--- src/rtl/sap1_pkg.sv ---
// Shared definitions for the SAP-1 program loader and related cpu-side blocks.
package sap1_pkg;

  // RAM geometry of the SAP-1 cpu: 16 words, 4-bit address.
  localparam int RAM_DEPTH = 16;
  localparam int ADDR_W    = 4;

  // Default frame start marker.
  localparam logic [7:0] SYNC_DEFAULT = 8'hA5;

  // Loader FSM states; the encoding is visible on the debug output.
  typedef enum logic [2:0] {
    ST_IDLE       = 3'd0,
    ST_COUNT      = 3'd1,
    ST_DATA       = 3'd2,
    ST_WRITE      = 3'd3,
    ST_CHECK_WAIT = 3'd4,
    ST_CHECK      = 3'd5,
    ST_ERROR      = 3'd6
  } state_t;

  // A frame must carry at least one word and no more than the RAM holds.
  function automatic logic count_legal(input logic [7:0] c);
    return (c != 8'd0) && (c <= 8'(RAM_DEPTH));
  endfunction

endpackage

--- src/rtl/sap1_timeout_counter.sv ---
// Loadable down-counter used as an idle watchdog. load has priority over
// en; counting stops at zero, and expired reports that zero was reached.
module sap1_timeout_counter #(
  parameter int WIDTH = 10
) (
  input  logic             clk,
  input  logic             rst_n,
  input  logic             clr,
  input  logic             load,
  input  logic [WIDTH-1:0] load_value,
  input  logic             en,
  output logic [WIDTH-1:0] count,
  output logic             expired
);

  logic [WIDTH-1:0] count_q, count_d;

  // Next count: clear, reload, or decrement toward zero.
  always_comb begin
    count_d = count_q;
    if (clr) begin
      count_d = '0;
    end else if (load) begin
      count_d = load_value;
    end else if (en && (count_q != '0)) begin
      count_d = count_q - WIDTH'(1);
    end
  end

  // Count register.
  always_ff @(posedge clk or negedge rst_n) begin
    if (!rst_n) begin
      count_q <= '0;
    end else begin
      count_q <= count_d;
    end
  end

  assign count   = count_q;
  assign expired = (count_q == '0);

endmodule

--- src/rtl/sap1_program_loader.sv ---
// Receives a framed byte stream (SYNC, COUNT, data..., CHK) and writes the
// payload into the SAP-1 RAM through its programming port. The cpu is only
// released once the 8-bit wrap-around sum of the data matches CHK.
//
// Handshake: a byte transfers on a rising clk edge where rx_valid and
// rx_ready are both 1. rx_valid may be raised or dropped at any time;
// rx_ready depends only on the FSM state (low in WRITE and CHECK).
module sap1_program_loader
  import sap1_pkg::*;
#(
  parameter logic [7:0] SYNC_BYTE      = SYNC_DEFAULT,
  parameter int         TIMEOUT_CYCLES = 1024
) (
  input  logic              clk,
  input  logic              rst,
  input  logic              rx_valid,
  input  logic [7:0]        rx_data,
  output logic              rx_ready,
  output logic              pr_mode,
  output logic [ADDR_W-1:0] pr_address,
  output logic [7:0]        pr_data,
  output logic              pr_we,
  output logic              cpu_run,
  output logic              done,
  output logic              err,
  output logic [2:0]        state_out
);

  localparam int TW = (TIMEOUT_CYCLES > 2) ? $clog2(TIMEOUT_CYCLES) : 1;
  localparam logic [ADDR_W:0] CNT_ONE = 1;

  state_t              state_q, state_d;
  logic [ADDR_W-1:0]   addr_q, addr_d;
  logic [7:0]          data_q, data_d;
  logic [ADDR_W:0]     count_q, count_d;
  logic [7:0]          sum_q, sum_d;
  logic                chk_ok_q, chk_ok_d;
  logic                pr_mode_q, pr_mode_d;
  logic                cpu_run_q, cpu_run_d;
  logic                pr_we_q, pr_we_d;
  logic                done_q, done_d;
  logic                err_q, err_d;

  logic                rx_fire;
  logic                counting;
  logic                last_word;
  logic                tmo_load;
  logic                tmo_en;
  logic                tmo_expired;
  logic [TW-1:0]       tmo_count;

  assign rx_ready  = (state_q != ST_WRITE) && (state_q != ST_CHECK);
  assign rx_fire   = rx_valid && rx_ready;
  assign counting  = (state_q == ST_COUNT) || (state_q == ST_DATA) ||
                     (state_q == ST_CHECK_WAIT);
  assign last_word = ({1'b0, addr_q} == (count_q - CNT_ONE));

  // The watchdog restarts on every accepted byte and is held loaded outside
  // the states that wait on the host, so it measures idle time only there.
  assign tmo_load = rx_fire || !counting;
  assign tmo_en   = counting && !rx_fire;

  sap1_timeout_counter #(
    .WIDTH (TW)
  ) u_timeout (
    .clk        (clk),
    .rst_n      (rst),
    .clr        (1'b0),
    .load       (tmo_load),
    .load_value (TW'(TIMEOUT_CYCLES - 1)),
    .en         (tmo_en),
    .count      (tmo_count),
    .expired    (tmo_expired)
  );

  // Next-state and datapath decisions for the loader FSM.
  always_comb begin
    state_d   = state_q;
    addr_d    = addr_q;
    data_d    = data_q;
    count_d   = count_q;
    sum_d     = sum_q;
    chk_ok_d  = chk_ok_q;
    pr_mode_d = pr_mode_q;
    cpu_run_d = cpu_run_q;
    pr_we_d   = 1'b0;
    done_d    = 1'b0;
    err_d     = err_q;

    case (state_q)
      ST_IDLE: begin
        // Non-sync bytes are swallowed; sync halts the cpu and clears err.
        if (rx_fire && (rx_data == SYNC_BYTE)) begin
          state_d   = ST_COUNT;
          pr_mode_d = 1'b1;
          cpu_run_d = 1'b0;
          err_d     = 1'b0;
        end
      end

      ST_COUNT: begin
        if (rx_fire) begin
          if (count_legal(rx_data)) begin
            count_d = rx_data[ADDR_W:0];
            sum_d   = 8'd0;
            addr_d  = '0;
            state_d = ST_DATA;
          end else begin
            err_d   = 1'b1;
            state_d = ST_ERROR;
          end
        end else if (tmo_expired) begin
          err_d   = 1'b1;
          state_d = ST_ERROR;
        end
      end

      ST_DATA: begin
        // Register the byte so the write strobe follows one cycle later.
        if (rx_fire) begin
          data_d  = rx_data;
          sum_d   = sum_q + rx_data;
          pr_we_d = 1'b1;
          state_d = ST_WRITE;
        end else if (tmo_expired) begin
          err_d   = 1'b1;
          state_d = ST_ERROR;
        end
      end

      ST_WRITE: begin
        // The 4-bit address wraps after word 15, but no write follows it.
        addr_d  = addr_q + ADDR_W'(1);
        state_d = last_word ? ST_CHECK_WAIT : ST_DATA;
      end

      ST_CHECK_WAIT: begin
        if (rx_fire) begin
          chk_ok_d = (rx_data == sum_q);
          state_d  = ST_CHECK;
        end else if (tmo_expired) begin
          err_d   = 1'b1;
          state_d = ST_ERROR;
        end
      end

      ST_CHECK: begin
        if (chk_ok_q) begin
          pr_mode_d = 1'b0;
          cpu_run_d = 1'b1;
          done_d    = 1'b1;
          state_d   = ST_IDLE;
        end else begin
          err_d   = 1'b1;
          state_d = ST_ERROR;
        end
      end

      ST_ERROR: begin
        // cpu stays halted; the host retries from IDLE.
        state_d = ST_IDLE;
      end

      default: begin
        state_d = ST_IDLE;
      end
    endcase
  end

  // State and output registers.
  always_ff @(posedge clk or negedge rst) begin
    if (!rst) begin
      state_q   <= ST_IDLE;
      addr_q    <= '0;
      data_q    <= 8'd0;
      count_q   <= '0;
      sum_q     <= 8'd0;
      chk_ok_q  <= 1'b0;
      pr_mode_q <= 1'b1;
      cpu_run_q <= 1'b0;
      pr_we_q   <= 1'b0;
      done_q    <= 1'b0;
      err_q     <= 1'b0;
    end else begin
      state_q   <= state_d;
      addr_q    <= addr_d;
      data_q    <= data_d;
      count_q   <= count_d;
      sum_q     <= sum_d;
      chk_ok_q  <= chk_ok_d;
      pr_mode_q <= pr_mode_d;
      cpu_run_q <= cpu_run_d;
      pr_we_q   <= pr_we_d;
      done_q    <= done_d;
      err_q     <= err_d;
    end
  end

  assign pr_mode    = pr_mode_q;
  assign pr_address = addr_q;
  assign pr_data    = data_q;
  assign pr_we      = pr_we_q;
  assign cpu_run    = cpu_run_q;
  assign done       = done_q;
  assign err        = err_q;
  assign state_out  = state_q;

endmodule
--- config.mk ---
export PLATFORM = sky130hd
export DESIGN_NAME = sap1_program_loader
export DESIGN_NICKNAME = d
export VERILOG_FILES = /design/src/rtl/sap1_pkg.sv /design/src/rtl/sap1_timeout_counter.sv /design/src/rtl/sap1_program_loader.sv
export SDC_FILE = /design/constraint.sdc
export NUM_CORES = 1
export LEC_CHECK = 0
export ABC_AREA = 1
export CORE_ASPECT_RATIO = 1.25
export CORE_UTILIZATION = 40
export DETAILED_ROUTE_END_ITERATION = 10
export HOLD_SLACK_MARGIN = 0.15
export PLACE_DENSITY = 0.65
export SYNTH_ARGS = -nofsm -noshare
export SYNTH_HDL_FRONTEND = slang
export SYNTH_HIERARCHICAL = 1
export SYNTH_SLANG_ARGS = --single-unit
--- constraint.sdc ---
create_clock -name clk -period 2 [get_ports clk]
set_input_delay 0.4 -clock clk [delete_from_list [all_inputs] [get_ports clk]]
set_output_delay 0.4 -clock clk [all_outputs]
set_load 0.02 [all_outputs]
==> run metrics <==
worst skew pair latency 0.30 ns; maximum capacitance violations 0; critical path peak fanout 5; global-route wire length before repair 10.8 mm; # clock sinks 44; largest cells by area after synthesis dfrtp_1 (38%), nand2_1 (15%), nand3_1 (8.8%); clk slew on worst S/H paths 0.09 ns; period utilization 0.934; count leader, synth nand2_1; Worst Path Required 1.60 ns; core area 6930 um2; CP top delay family buffers and inverters; TritonCTS clock tree yes; initial core utilization 0.412; Netlist cell types 38; Finished Layout Cells 540; asr flop ratio synth 1.00; initial antenna violation count 0; Period minus WS final 1.87 ns; Seq/Total Area, Yosys 0.386; post-route design area 3560 um2; TritonCTS Buffers 5; Bufs on Longest Clock Path 2; Main synth FF type dfrtp_1; post-route setup slack 0.132 ns; crit-path cells inv_1 > nand3_1 > nand2_2 > inv_2 > dlygate4sd2_1; Die W 77.6 um; Global Route Usage Sum 0.184; worst hold path type reg2reg; synthesized area 2850 um2; number of synthesized register bits 44; Worst Setup End Kind primary output; Slew Viols, Final 0; Final nets 471; area of the multi-input gates 1570 um2; CP Buf/Inv Count 3; register area 1100 um2; drt first pass iters 4; DR iter-0 viols 80; nature of the critical path startpoint flip-flop; IO buf count 31; Final HPWL DP 4.95 mm; pre-CTS setup slack -0.0640 ns; Die ar. 7480 um2; H-tree depth 2; vias per cell 4.77; max incr delay on CP 0.45 ns; Wirelength per Cell 11.9 um; syn avg cell area 7.37 um2; Setup violations, final 0; number of synthesized flops with an enable pin 0; Rows 34; synthesized instance count 387; share of cells above drive strength 1 0.140; post-synth top area share 0.377; Boundary Pins 32; Ys Warns 6; Placed Cells incl. Taps 529; overall via count from detail_route 2578; Power Density 1470 nW/um2; Placed Area 3420 um2; total grt overflow 0; chip height 96.4 um; Worst Setup Path Type reg2out; Max Fclk 535 MHz; vias in the first global route 2413; largest net degree at the start of global routing 27; Clock Skews 0.00468 ns; DRC Markers 0; final WL 6.44 mm; status finished clean; fillers 710; gpl congestion 0.894; top post-synthesis cells by count nand2_1 (114), nand3_1 (50), dfrtp_1 (43); total power 5.24 mW; number of diodes 0; Worst path slowest cell dfrtp_2; worst vdd ir 0.595 mV; Root Buffer clkbuf_8; Fin. Hold Viols 0; area grow syn2layout 24.8%; Post-DRT Antenna Nets 0; Data arrival, critical path 1.47 ns; Yosys top cell by area dfrtp_1; leakage power 1.80 nW
where the power goes:
part | internal, mW | switching, mW | total (mW)
logic | 1.28 | 1.69 | 2.97
clock network | 0.371 | 0.321 | 0.692
registers | 1.24 | 0.342 | 1.58
total | 2.89 | 2.35 | 5.24
worst paths after layout:
path,slack (ns),cells past startpoint,start,end
worst min-delay path,0.48,2,pr_mode,pr_mode
max in group asynchronous,0.84,3,rst,pr_mode
worst max register to register,0.17,9,state_out[0],u_timeout/count[2]
worst min register to register,0.48,2,pr_mode,pr_mode
worst max-delay path,0.13,5,state_out[1],rx_ready
min in group asynchronous,0.58,2,rst,pr_address[2]
flip-flops by register name, indices dropped and copies added, names as in the netlist, 3 cells and up:
signal	cells
state_out	3
pr_address	4
count_q	5
pr_data	8
sum_q	8
u_timeout/count	10
per-stage QoR:
stage / utilization / TNS (ns) / hold WS (ns)
after floorplan: - / 0 / 0.104
after global placement: 0.494 / -0.0626 / 0.385
after detailed placement: 0.494 / -0.113 / 0.378
after CTS: 0.510 / 0 / 0.482
after global routing: 0.514 / -0.0294 / 0.496
final: 0.514 / 0 / 0.478
cells in the final DEF (no fill, tap or decap), types with 2 or more instances in the layout:
cell             netlist  layout
nand2_2                8       8
clkbuf_8               0       5
nor2_2                 3       4
buf_12                 0       3
xnor2_1                5       5
o21ai_2                5       5
a21oi_1               10      10
o21ai_0               24      24
nor2_1                30      29
dfrtp_2                0       2
nand2_1              114     114
xor2_1                 4       4
conb_1                 2      14
nand3_1               50      50
clkdlybuf4s50_1        0      29
ha_1                  10      10
or2_2                  3       3
o21ai_1                2       2
nor3_1                 3       3
inv_2                  3       3
nand4_1                4       4
dfrtp_1               43      41
nand3b_1               2       2
inv_1                 37      36
buf_4                  0      18
worst register-to-register path, stage by stage, from the launching register on:
cell	delay (ns)
dfrtp_2	0.49
nor2_2	0.20
nand2_1	0.09
nand3_1	0.12
nand2_1	0.15
buf_4	0.20
nor2_2	0.12
nand2_1	0.09
nand2_1	0.14
o21ai_0	0.11
repair_timing:
| item | 4_1_cts | 5_1_grt |
|---|---|---|
| hold buffers | 1 | 0 |
| setup buffers | 0 | 2 |
| setup endpoints to repair | 1 | 4 |
| resized for setup | 2 | 3 |
| hold endpoints to repair | 18 | 0 |
metal layers:
metal	share of wire	track usage	vias up
li1	-	-	1356
met1	0.45	0.213	1167
met2	0.50	0.339	45
met4	0.017	0.0708	0
met5	0	0	-
met3	0.030	0.0329	10
cell type report:
type,count,share of cell area
Timing Repair Buffer,53,0.143
Multi-Input combinational cell,304,0.441
Sequential cell,44,0.310
Tap cell,90,0.0316
Clock buffer,6,0.0204
Clock inverter,2,0.00983
Inverter,41,0.0443
kinds of logic (layout without fill, tap and decap cells):
kind of cell,after synthesis,after routing,synth area share
AND/OR/NAND/NOR,224,224,0.357
buffers and inverters,51,102,0.0802
AO/OA/AOI/OAI,45,45,0.0921
flip-flops,44,44,0.386
adder cells (fa/ha/maj),11,11,0.0509
XOR/XNOR,9,9,0.0276
other,2,14,0.00263
multiplexers,1,1,0.00351
Note: power is estimated with default switching activity, not from simulation.
